<file path="config.mk">
export PLATFORM = sky130hd
export DESIGN_NAME = jk_bank
export DESIGN_NICKNAME = d
export VERILOG_FILES = /design/src/rtl/jk_pkg.sv /design/src/rtl/jk_cell.sv /design/src/rtl/jk_bank.sv
export SDC_FILE = /design/constraint.sdc
export NUM_CORES = 1
export LEC_CHECK = 0
export CAP_MARGIN = 20
export CORE_UTILIZATION = 37
export CTS_CLUSTER_SIZE = 8
export DETAILED_ROUTE_END_ITERATION = 8
export HOLD_SLACK_MARGIN = 0.1
export PLACE_DENSITY_LB_ADDON = 0.1
export SLEW_MARGIN = 25
export SYNTH_ARGS = -nofsm -noshare
export SYNTH_HDL_FRONTEND = slang
export SYNTH_SLANG_ARGS = --single-unit
</file>
<file path="constraint.sdc">
create_clock -name CLK -period 1.7 [get_ports CLK]
set_clock_uncertainty 0.05 [all_clocks]
set_input_delay 0.17 -clock CLK [delete_from_list [all_inputs] [get_ports CLK]]
set_output_delay 0.17 -clock CLK [all_outputs]
set_load 0.02 [all_outputs]
</file>
<file path="src/rtl/jk_pkg.sv">
// rtl/jk_pkg.sv - shared mode definitions for the JK flip-flop bank
package jk_pkg;

  typedef enum logic [1:0] {
    MODE_JK    = 2'b00,
    MODE_COUNT = 2'b01,
    MODE_SHIFT = 2'b10,
    MODE_HOLD  = 2'b11
  } mode_e;

endpackage

</file>
<file path="src/rtl/jk_cell.sv">
// rtl/jk_cell.sv - next-state logic for one JK channel with reset, clear, preset and enable
module jk_cell (
  input  logic q,
  input  logic j,
  input  logic k,
  input  logic pre_n,
  input  logic clr_n,
  input  logic rst,
  input  logic ce,
  output logic q_next
);

  // Priority: reset, clear, preset, enable, then the JK function.
  always_comb begin
    q_next = q;
    if (rst) begin
      q_next = 1'b0;
    end else if (!clr_n) begin
      q_next = 1'b0;
    end else if (!pre_n) begin
      q_next = 1'b1;
    end else if (ce) begin
      case ({j, k})
        2'b01:   q_next = 1'b0;
        2'b10:   q_next = 1'b1;
        2'b11:   q_next = ~q;
        default: q_next = q;
      endcase
    end
  end

endmodule

</file>
<file path="src/rtl/jk_bank.sv">
// rtl/jk_bank.sv - WIDTH-channel JK bank with JK, up/down count, shift and hold modes
module jk_bank
  import jk_pkg::*;
#(
  parameter int unsigned WIDTH = 4
) (
  input  logic             CLK,
  input  logic             RST,
  input  logic             CE,
  input  logic [1:0]       MODE,
  input  logic             DIR,
  input  logic             SI,
  input  logic [WIDTH-1:0] J,
  input  logic [WIDTH-1:0] K,
  input  logic [WIDTH-1:0] PRE_N,
  input  logic [WIDTH-1:0] CLR_N,
  output logic [WIDTH-1:0] Q,
  output logic [WIDTH-1:0] QN,
  output logic             SO,
  output logic             TC
);

  mode_e            mode;
  logic [WIDTH-1:0] q_r;
  logic [WIDTH-1:0] q_next;
  logic [WIDTH-1:0] j_eff;
  logic [WIDTH-1:0] k_eff;
  logic [WIDTH-1:0] toggle;
  logic [WIDTH-1:0] shift_d;
  logic             all_ones;
  logic             all_zeros;

  assign mode = mode_e'(MODE);

  // Counter toggles come from the pre-edge Q: bit i flips when every lower bit
  // is 1 (up) or 0 (down); bit 0 always flips.
  always_comb begin
    logic acc_up;
    logic acc_dn;
    toggle = '0;
    acc_up = 1'b1;
    acc_dn = 1'b1;
    for (int i = 0; i < int'(WIDTH); i++) begin
      toggle[i] = DIR ? acc_up : acc_dn;
      acc_up    = acc_up & q_r[i];
      acc_dn    = acc_dn & ~q_r[i];
    end
  end

  assign shift_d = {q_r[WIDTH-2:0], SI};

  always_comb begin
    j_eff = '0;
    k_eff = '0;
    case (mode)
      MODE_JK: begin
        j_eff = J;
        k_eff = K;
      end
      MODE_COUNT: begin
        j_eff = toggle;
        k_eff = toggle;
      end
      MODE_SHIFT: begin
        j_eff = shift_d;
        k_eff = ~shift_d;
      end
      default: begin
        j_eff = '0;
        k_eff = '0;
      end
    endcase
  end

  for (genvar g = 0; g < int'(WIDTH); g++) begin : g_cell
    jk_cell u_cell (
      .q      (q_r[g]),
      .j      (j_eff[g]),
      .k      (k_eff[g]),
      .pre_n  (PRE_N[g]),
      .clr_n  (CLR_N[g]),
      .rst    (RST),
      .ce     (CE),
      .q_next (q_next[g])
    );
  end

  always_ff @(posedge CLK) begin
    if (RST) begin
      q_r <= '0;
    end else begin
      q_r <= q_next;
    end
  end

  assign all_ones  = &q_r;
  assign all_zeros = ~|q_r;

  // Combinational so a cascaded stage sees TC in the same cycle the count is terminal.
  assign TC = CE & (mode == MODE_COUNT) & (DIR ? all_ones : all_zeros);

  assign Q  = q_r;
  assign QN = ~q_r;
  assign SO = q_r[WIDTH-1];

endmodule
</file>
==> results of run 1 <==
## power groups by stage
stage	sequential (uW)	clock [uW]	combinational, uW
finish	103	112	206
global route	104	127	220
CTS	103	116	206
detailed placement	105	0	204
global placement	105	0	203
floorplan	110	0	97.1
## critical path: cells and delay by family
kind                   cells  cell delay [ns]
buffers and inverters      2             0.56
AOI/OAI and AO/OA          1             0.16
and+or+nand+nor            2             0.62
## area by class of cell
cell class	instances	area share, %
Inverter	7	2.74
Sequential cell	4	8.47
Clock buffer	3	2.35
Multi-Input combinational cell	51	41.6
Tap cell	15	1.96
Timing Repair Buffer	44	42.9
## per-layer routing
layer	track usage, %	vias up	part of all wire [%]
met5	0	-	0
met4	2.50	0	0
met3	1.63	0	5.8
met2	33.6	22	48
met1	25.2	304	46
li1	-	335	-
## placed cells by master (no fill, tap or decap), types with 2 or more instances in the layout
cell type	netlist	routed
and3_1	2	2
buf_4	6	12
clkbuf_4	0	3
clkdlybuf4s50_1	0	31
dfxtp_1	4	3
inv_1	7	7
mux2i_1	2	2
nand2_1	2	2
nand2b_1	5	5
nand4_1	2	2
nor2_1	4	4
nor2b_1	2	2
o21ai_0	3	3
o2bb2ai_1	2	2
## timing repair
item | in CTS | in global routing
resized for setup | 7 | 1
pin swaps | 2 | 0
hold endpoints to repair | 0 | 0
setup buffers | 0 | 0
endpoints found under the setup margin | 1 | 3
## per-stage QoR
step / util, % / TNS, ns / setup slack [ns] / area [um2]
CTS: 71.0 / -0.0255 / -0.0255 / 958
detailed placement: 69.0 / -1.08 / -0.495 / 931
finish: 71.1 / -0.0267 / -0.0267 / 960
global placement: 69.0 / -0.933 / -0.472 / 931
global route: 71.1 / -0.122 / -0.0677 / 960
floorplan: - / 0 / 0.126 / 563
## worst max-delay path by stage
stage,startpoint,to,cells past startpoint
final,DIR,TC,5
after global routing,Q[0],TC,4
after CTS,Q[0],TC,4
after detailed placement,DIR,TC,5
after global placement,DIR,TC,5
after floorplan,Q[0],TC,4
## logic make-up (layout without fill, tap and decap cells)
group	after synthesis	in the layout
AOI/OAI and AO/OA	19	19
buffers and inverters	15	54
xor gates and xnor gates	1	1
DFF	4	4
and+or+nand+nor	29	29
muxes	2	2
==> summary.txt, run 1 <==
Logic synthesis
  • Cell variety after synth: 41
  • Ys flop type: dfxtp_1
  • Async SR Flop Fraction: 0%
  • Post-Synthesis Cell Area: 563 um2
  • Adder-cell share of the synthesized area: 0%
  • Mux cell area share after synthesis: under 10%
  • Post-Syn Instances: 70
  • Cell taking the most area after synthesis: dfxtp_1
  • Mean Syn Cell Area: between 8 and 9 um2
  • Yosys warning count: 0
  • Post-synth EDFFs: 0
  • Count leader, synth: inv_1
  • Syn Nets: 93
  • Synthesis-stage register bit count: 4
  • Complex-gate fraction of the synthesized area: 30.2%
  • Most frequent cells after synthesis: inv_1 (7), buf_4 (6), nand2b_1 (5)
  • Post-Synth XOR/XNOR Area: approximately 1.6%
  • Yosys top cell area share: between 10% and 20%
  • Post-Synth Simple-Gate Area: between 30% and 40%
  • Post-synthesis sequential area ratio: ~14%
  • Largest family of logic cells by synthesized area: simple AND/OR/NAND/NOR gates
  • Synth area leaders: dfxtp_1 (14%), buf_4 (8.0%), nand2b_1 (5.6%)

Drt
  • Residual DRC: 0
  • Initial DRC Count: 13
  • DR WL/cell: ~12 um
  • ANT nets after route: 0
  • Final wirelength: approximately 1500 um
  • Pre-antenna DRT Iters: 4
  • Vias/cell: about 5.3
  • Total number of vias: 661

Min path
  • Hold path start: CLR_N[0]
  • Worst Hold Class: input pin to flip-flop
  • Hold EP: Q[0]
  • Worst hold stages: 3

Clock tree
  • Clk pin slew, worst setup/hold paths: approximately 0.04 ns
  • Worst-skew pair later-pin latency: 0.22 ns
  • Cts hold-fix bufs: 0
  • Clock root buffer: clkbuf_4
  • Clock buffer count from CTS: 3
  • CTS tree: yes
  • CTS Sinks: 4
  • Clock Tree Buf Depth: 2
  • # H-tree levels: 1

Final layout
  • Register area: around 81 um2
  • Layout Cells excl Fill: about 120
  • Fin nets: 134
  • Antenna Cells: 0
  • Fraction of layout cells with a size suffix above 1: 24.8%
  • Max FFs per register: 4
  • Area Overhead vs Synth: 70.4%
  • Fillers: about 120
  • Area of the multi-input gates: ~400 um2

Placed design
  • HPWL Detailed: about 1300 um
  • I/O Buffers: 32
  • Placed Cells: roughly 120
  • Final Wtd Congestion: 0.821

Worst setup path
  • Worst path cell trace: clkdlybuf4s50_1 > or4_4 > a21oi_2 > and3_4 > buf_6
  • WS Path Type: input pin to primary output
  • R2r endpoint: Q[1]
  • Crit-path max cell delay: ~0.45 ns
  • CP Data Required Time: approximately 1.5 ns
  • Reg-to-Reg Start: Q[0]
  • CP Launch Type: input pin
  • Worst Setup End Kind: primary output
  • Worst-case reg-to-reg path depth: 5
  • Critical path peak fanout: 2
  • Crit path DAT: around 1.5 ns
  • Slowest stage cell, crit path: clkdlybuf4s50_1
  • Setup slack, reg-to-reg: 0.12 ns

GRT
  • GR Overflow Total: 0
  • Global-route wire length before repair: between 2000 and 2500 um
  • Pin count of the biggest net entering global routing: 11
  • Vias in the first global route: slightly below 500
  • Gr usage total: between 10% and 20%
  • Initial antenna violation count: 0

STA
  • Final hold violations: 0
  • Worst slew pin tran: roughly 0.29 ns
  • Slack of the critical path: -0.0267 ns
  • Fin Hold WS: between 0.4 and 0.5 ns
  • Setup violations, final: 1
  • Achievable frequency: 0.579 GHz
  • RSZ-0062 raised after global routing: true
  • Final min period: between 1.5 and 2 ns
  • Slew headroom: between 80% and 90%
  • Final Max Slew Viols: 0
  • Final worst-path cycle share: 102%

Floorplanning
  • Die width: about 41 um
  • Die Area: roughly 0.0017 mm2
  • Core Area: around 0.0014 mm2
  • Die H: 41.0 um
  • I/O pins: 33
  • # rows: 13
  • Starting Density: roughly two fifths

Power
  • Internal Power: about 300 uW
  • Gate power share: 48.9%
  • Switch share: between 20 and 30%
  • Psw: 122 uW
  • Maximum vdd drop: roughly 300 uV
  • Lkg Pwr: 0.000382 uW
  • Seq pwr share: between 20 and 25%
  • Clock share of power: a little over a quarter
  • Pwr Density: 438 mW/mm2
  • Total Power: approximately 420 uW

Outcome
  • Failing checks: setup timing
  • Outcome: finished, violations left

Job
  • Max-cap viol count: 0
Power figures use the tool's default switching activity.
==> run 2, diff against run 1 <==
--- a/config.mk
+++ b/config.mk
@@ -5,10 +5,12 @@
 export SDC_FILE = /design/constraint.sdc
 export NUM_CORES = 1
 export LEC_CHECK = 0
+export ABC_CLOCK_PERIOD_IN_PS = 1700
 export CAP_MARGIN = 20
 export CORE_UTILIZATION = 37
 export CTS_CLUSTER_SIZE = 8
 export DETAILED_ROUTE_END_ITERATION = 8
+export GPL_ROUTABILITY_DRIVEN = 1
 export HOLD_SLACK_MARGIN = 0.1
 export PLACE_DENSITY_LB_ADDON = 0.1
 export SLEW_MARGIN = 25
==> results of run 2 <==
Final layout, timing and power as in run 1 (identical DEF).
==> run 3, diff against run 2 <==
--- a/config.mk
+++ b/config.mk
@@ -5,14 +5,14 @@
 export SDC_FILE = /design/constraint.sdc
 export NUM_CORES = 1
 export LEC_CHECK = 0
-export ABC_CLOCK_PERIOD_IN_PS = 1700
+export ABC_CLOCK_PERIOD_IN_PS = 1600
 export CAP_MARGIN = 20
 export CORE_UTILIZATION = 37
 export CTS_CLUSTER_SIZE = 8
 export DETAILED_ROUTE_END_ITERATION = 8
 export GPL_ROUTABILITY_DRIVEN = 1
 export HOLD_SLACK_MARGIN = 0.1
-export PLACE_DENSITY_LB_ADDON = 0.1
+export PLACE_DENSITY = 0.8
 export SLEW_MARGIN = 25
 export SYNTH_ARGS = -nofsm -noshare
 export SYNTH_HDL_FRONTEND = slang
==> constraint.sdc (replaced) <==
create_clock -name CLK -period 1.6 [get_ports CLK]
set_clock_uncertainty 0.05 [all_clocks]
set_input_delay 0.16 -clock CLK [delete_from_list [all_inputs] [get_ports CLK]]
set_output_delay 0.16 -clock CLK [all_outputs]
set_load 0.02 [all_outputs]
==> run 3 against run 2 <==
The flow still finishes with violations (setup timing). Final cell count rose by 0.81%. Clock power rose by 21%. Sequential power rose by 8%. Total power rose by 13%.
==> summary.txt, run 3 (same netlist as run 1, synthesis figures left out) <==
Drt
  • Vias/cell: 5.56 (+4.3%)
  • Total number of vias: 695 (+5.1%)
  • Pre-antenna DRT Iters: 4 (unchanged)
  • Met1 wire length: 738 um (+5.3%)
  • Residual DRC: 0 (unchanged)
  • Final wirelength: 1810 um (+19%)
  • Top Layer Used: met4
  • Initial DRC Count: 9 (-4)
  • WL met3: 128 um (+45%)
  • Wire length on met2: 917 um (+24%)
  • DR WL/cell: 14.5 um (+18%)
  • ANT nets after route: 0 (unchanged)

Final layout
  • Antenna Cells: 0 (unchanged)
  • Fillers: 101 (-19%)
  • Most frequent cells in the layout: clkdlybuf4s50_1 (25), buf_4 (10), inv_1 (7), nand2b_1 (5)
  • Post-layout util: 74.7% (+3.6 points)
  • Fraction of layout cells with a size suffix above 1: 26.4% (+1.6 points)
  • Area of the multi-input gates: 423 um2 (+6.0%)
  • Commonest non-fill, non-tap cell in the layout: clkdlybuf4s50_1
  • Register area: 80.1 um2 (-1.5%)
  • Fin nets: 135 (+0.75%)
  • Area Overhead vs Synth: 79.1%
  • Max FFs per register: 4 (unchanged)

Worst setup path
  • Crit path DAT: 1.52 ns (about the same)
  • R2r endpoint: Q[3]
  • CP Data Required Time: 1.39 ns (-0.09 ns)
  • Setup slack, reg-to-reg: 0.05 ns (-0.07 ns)
  • CP Launch Type: flip-flop
  • Reg-to-Reg Start: Q[2]
  • Worst-case reg-to-reg path depth: 6 (+1)
  • WS Path Type: flip-flop to primary output
  • Worst Setup End Kind: primary output
  • Critical path peak fanout: 2 (unchanged)

Clock tree
  • Worst-skew pair later-pin latency: 0.25 ns (+0.03 ns)
  • CTS tree: yes
  • Clk pin slew, worst setup/hold paths: 0.04 ns (about the same)
  • Number of setup buffers added after CTS: 0 (unchanged)
  • CTS Sinks: 4 (unchanged)
  • # H-tree levels: 1 (unchanged)
  • Clock Tree Buf Depth: 2 (unchanged)
  • Clock buffer count from CTS: 3 (unchanged)
  • Clock root buffer: clkbuf_4

Floorplanning
  • Die Area: 0.00168 mm2 (unchanged)
  • Core Area: 0.00135 mm2 (unchanged)
  • I/O pins: 33 (unchanged)
  • Starting Density: 41.7% (unchanged)
  • Die width: 41.0 um (unchanged)
  • # rows: 13 (unchanged)
  • Die H: 41.0 um (unchanged)

Placed design
  • Pre-CTS setup slack: -0.552 ns (-0.0570 ns)
  • Final Wtd Congestion: 0.785 (-4.3%)
  • I/O Buffers: 32 (unchanged)
  • HPWL Detailed: 1300 um (+3.4%)

Power
  • Total Power: 476 uW (+13%)
  • Maximum vdd drop: 257 uV (-16%)
  • Pwr Density: 472 mW/mm2 (+7.6%)
  • Lkg Pwr: 0.000440 uW (+15%)

STA
  • Final min period: between 1.5 and 2 ns
  • Final worst-path cycle share: 108%
  • Final hold violations: 0 (unchanged)
  • Slack of the critical path: -0.126 ns (-0.0991 ns)
  • Setup violations, final: 1 (unchanged)
  • Achievable frequency: roughly 0.58 GHz
  • Slew headroom: 80.2% (about the same)
  • Final Max Slew Viols: 0 (unchanged)
  • RSZ-0062 raised after global routing: true
  • Fin Hold WS: 0.402 ns (-0.0305 ns)
  • Worst slew pin tran: 0.295 ns (+0.00185 ns)
  • Setup TNS: -0.126 ns (-0.0991 ns)

GRT
  • Global-route wire length before repair: 2420 um (+12%)
  • Vias in the first global route: 588 (+20%)
  • GR Overflow Total: 0 (unchanged)
  • Initial antenna violation count: 0 (unchanged)
  • Gr usage total: 22.5% (+3.5 points)
  • Pin count of the biggest net entering global routing: 11 (unchanged)

Outcome
  • Outcome: finished, violations left
  • Failing checks: setup timing

Min path
  • Hold EP: Q[0]
  • Hold path start: CLR_N[0]
  • Worst Hold Class: input pin to flip-flop
  • Worst hold stages: 3 (unchanged)

Job
  • Max-cap viol count: 0 (unchanged)
-- run 3: worst max-delay path: stages (launching register included) --
cell and delay [ns]:
dfxtp_1 0.30, or4_4 0.53, a21oi_2 0.14, and3_2 0.19
buf_6 0.11
-- run 3: layer usage --
layer	up-vias	global-route usage [%]
met4	0	12.5
li1	341	-
met5	-	0
met1	318	24.6
met2	33	40.6
met3	3	3.26
-- run 3: report_power, final --
part           leakage (uW)  internal (uW)  total [uW]  switching [uW]
combinational      0.000393            131         229            97.5
clock             0.0000138           84.6         136            51.7
sequential        0.0000330            106         111            4.65
total              0.000440            322         476             154
-- run 3: worst max path at each step --
stage | slack (ns) | end | start | cells after the start
floorplan | 0.04 | TC | Q[0] | 4
global placement | -0.54 | TC | DIR | 5
detailed placement | -0.55 | TC | DIR | 5
CTS | -0.13 | TC | Q[0] | 4
global route | -0.15 | TC | Q[0] | 4
finish | -0.13 | TC | Q[0] | 4
-- run 3: area by class of cell --
class | instances | area share, %
clock buffers | 3 | 2.23
flip-flops and latches | 4 | 7.94
repair buffers | 45 | 43.4
multi-input cells | 51 | 41.9
inverters | 7 | 2.61
well taps | 15 | 1.86
-- run 3: timing repair --
action                     in CTS  in global routing
hold buffers                    0                  0
cloned                          0                  0
pin swaps                       3                  1
setup endpoints to repair       4                  6
resized for setup              12                  8
-- run 3: per-stage QoR --
step,cell area (um2),std cells
after global placement,938,122
after detailed placement,938,122
after CTS,985,125
after floorplan,563,70
after global routing,1010,125
final,1010,125
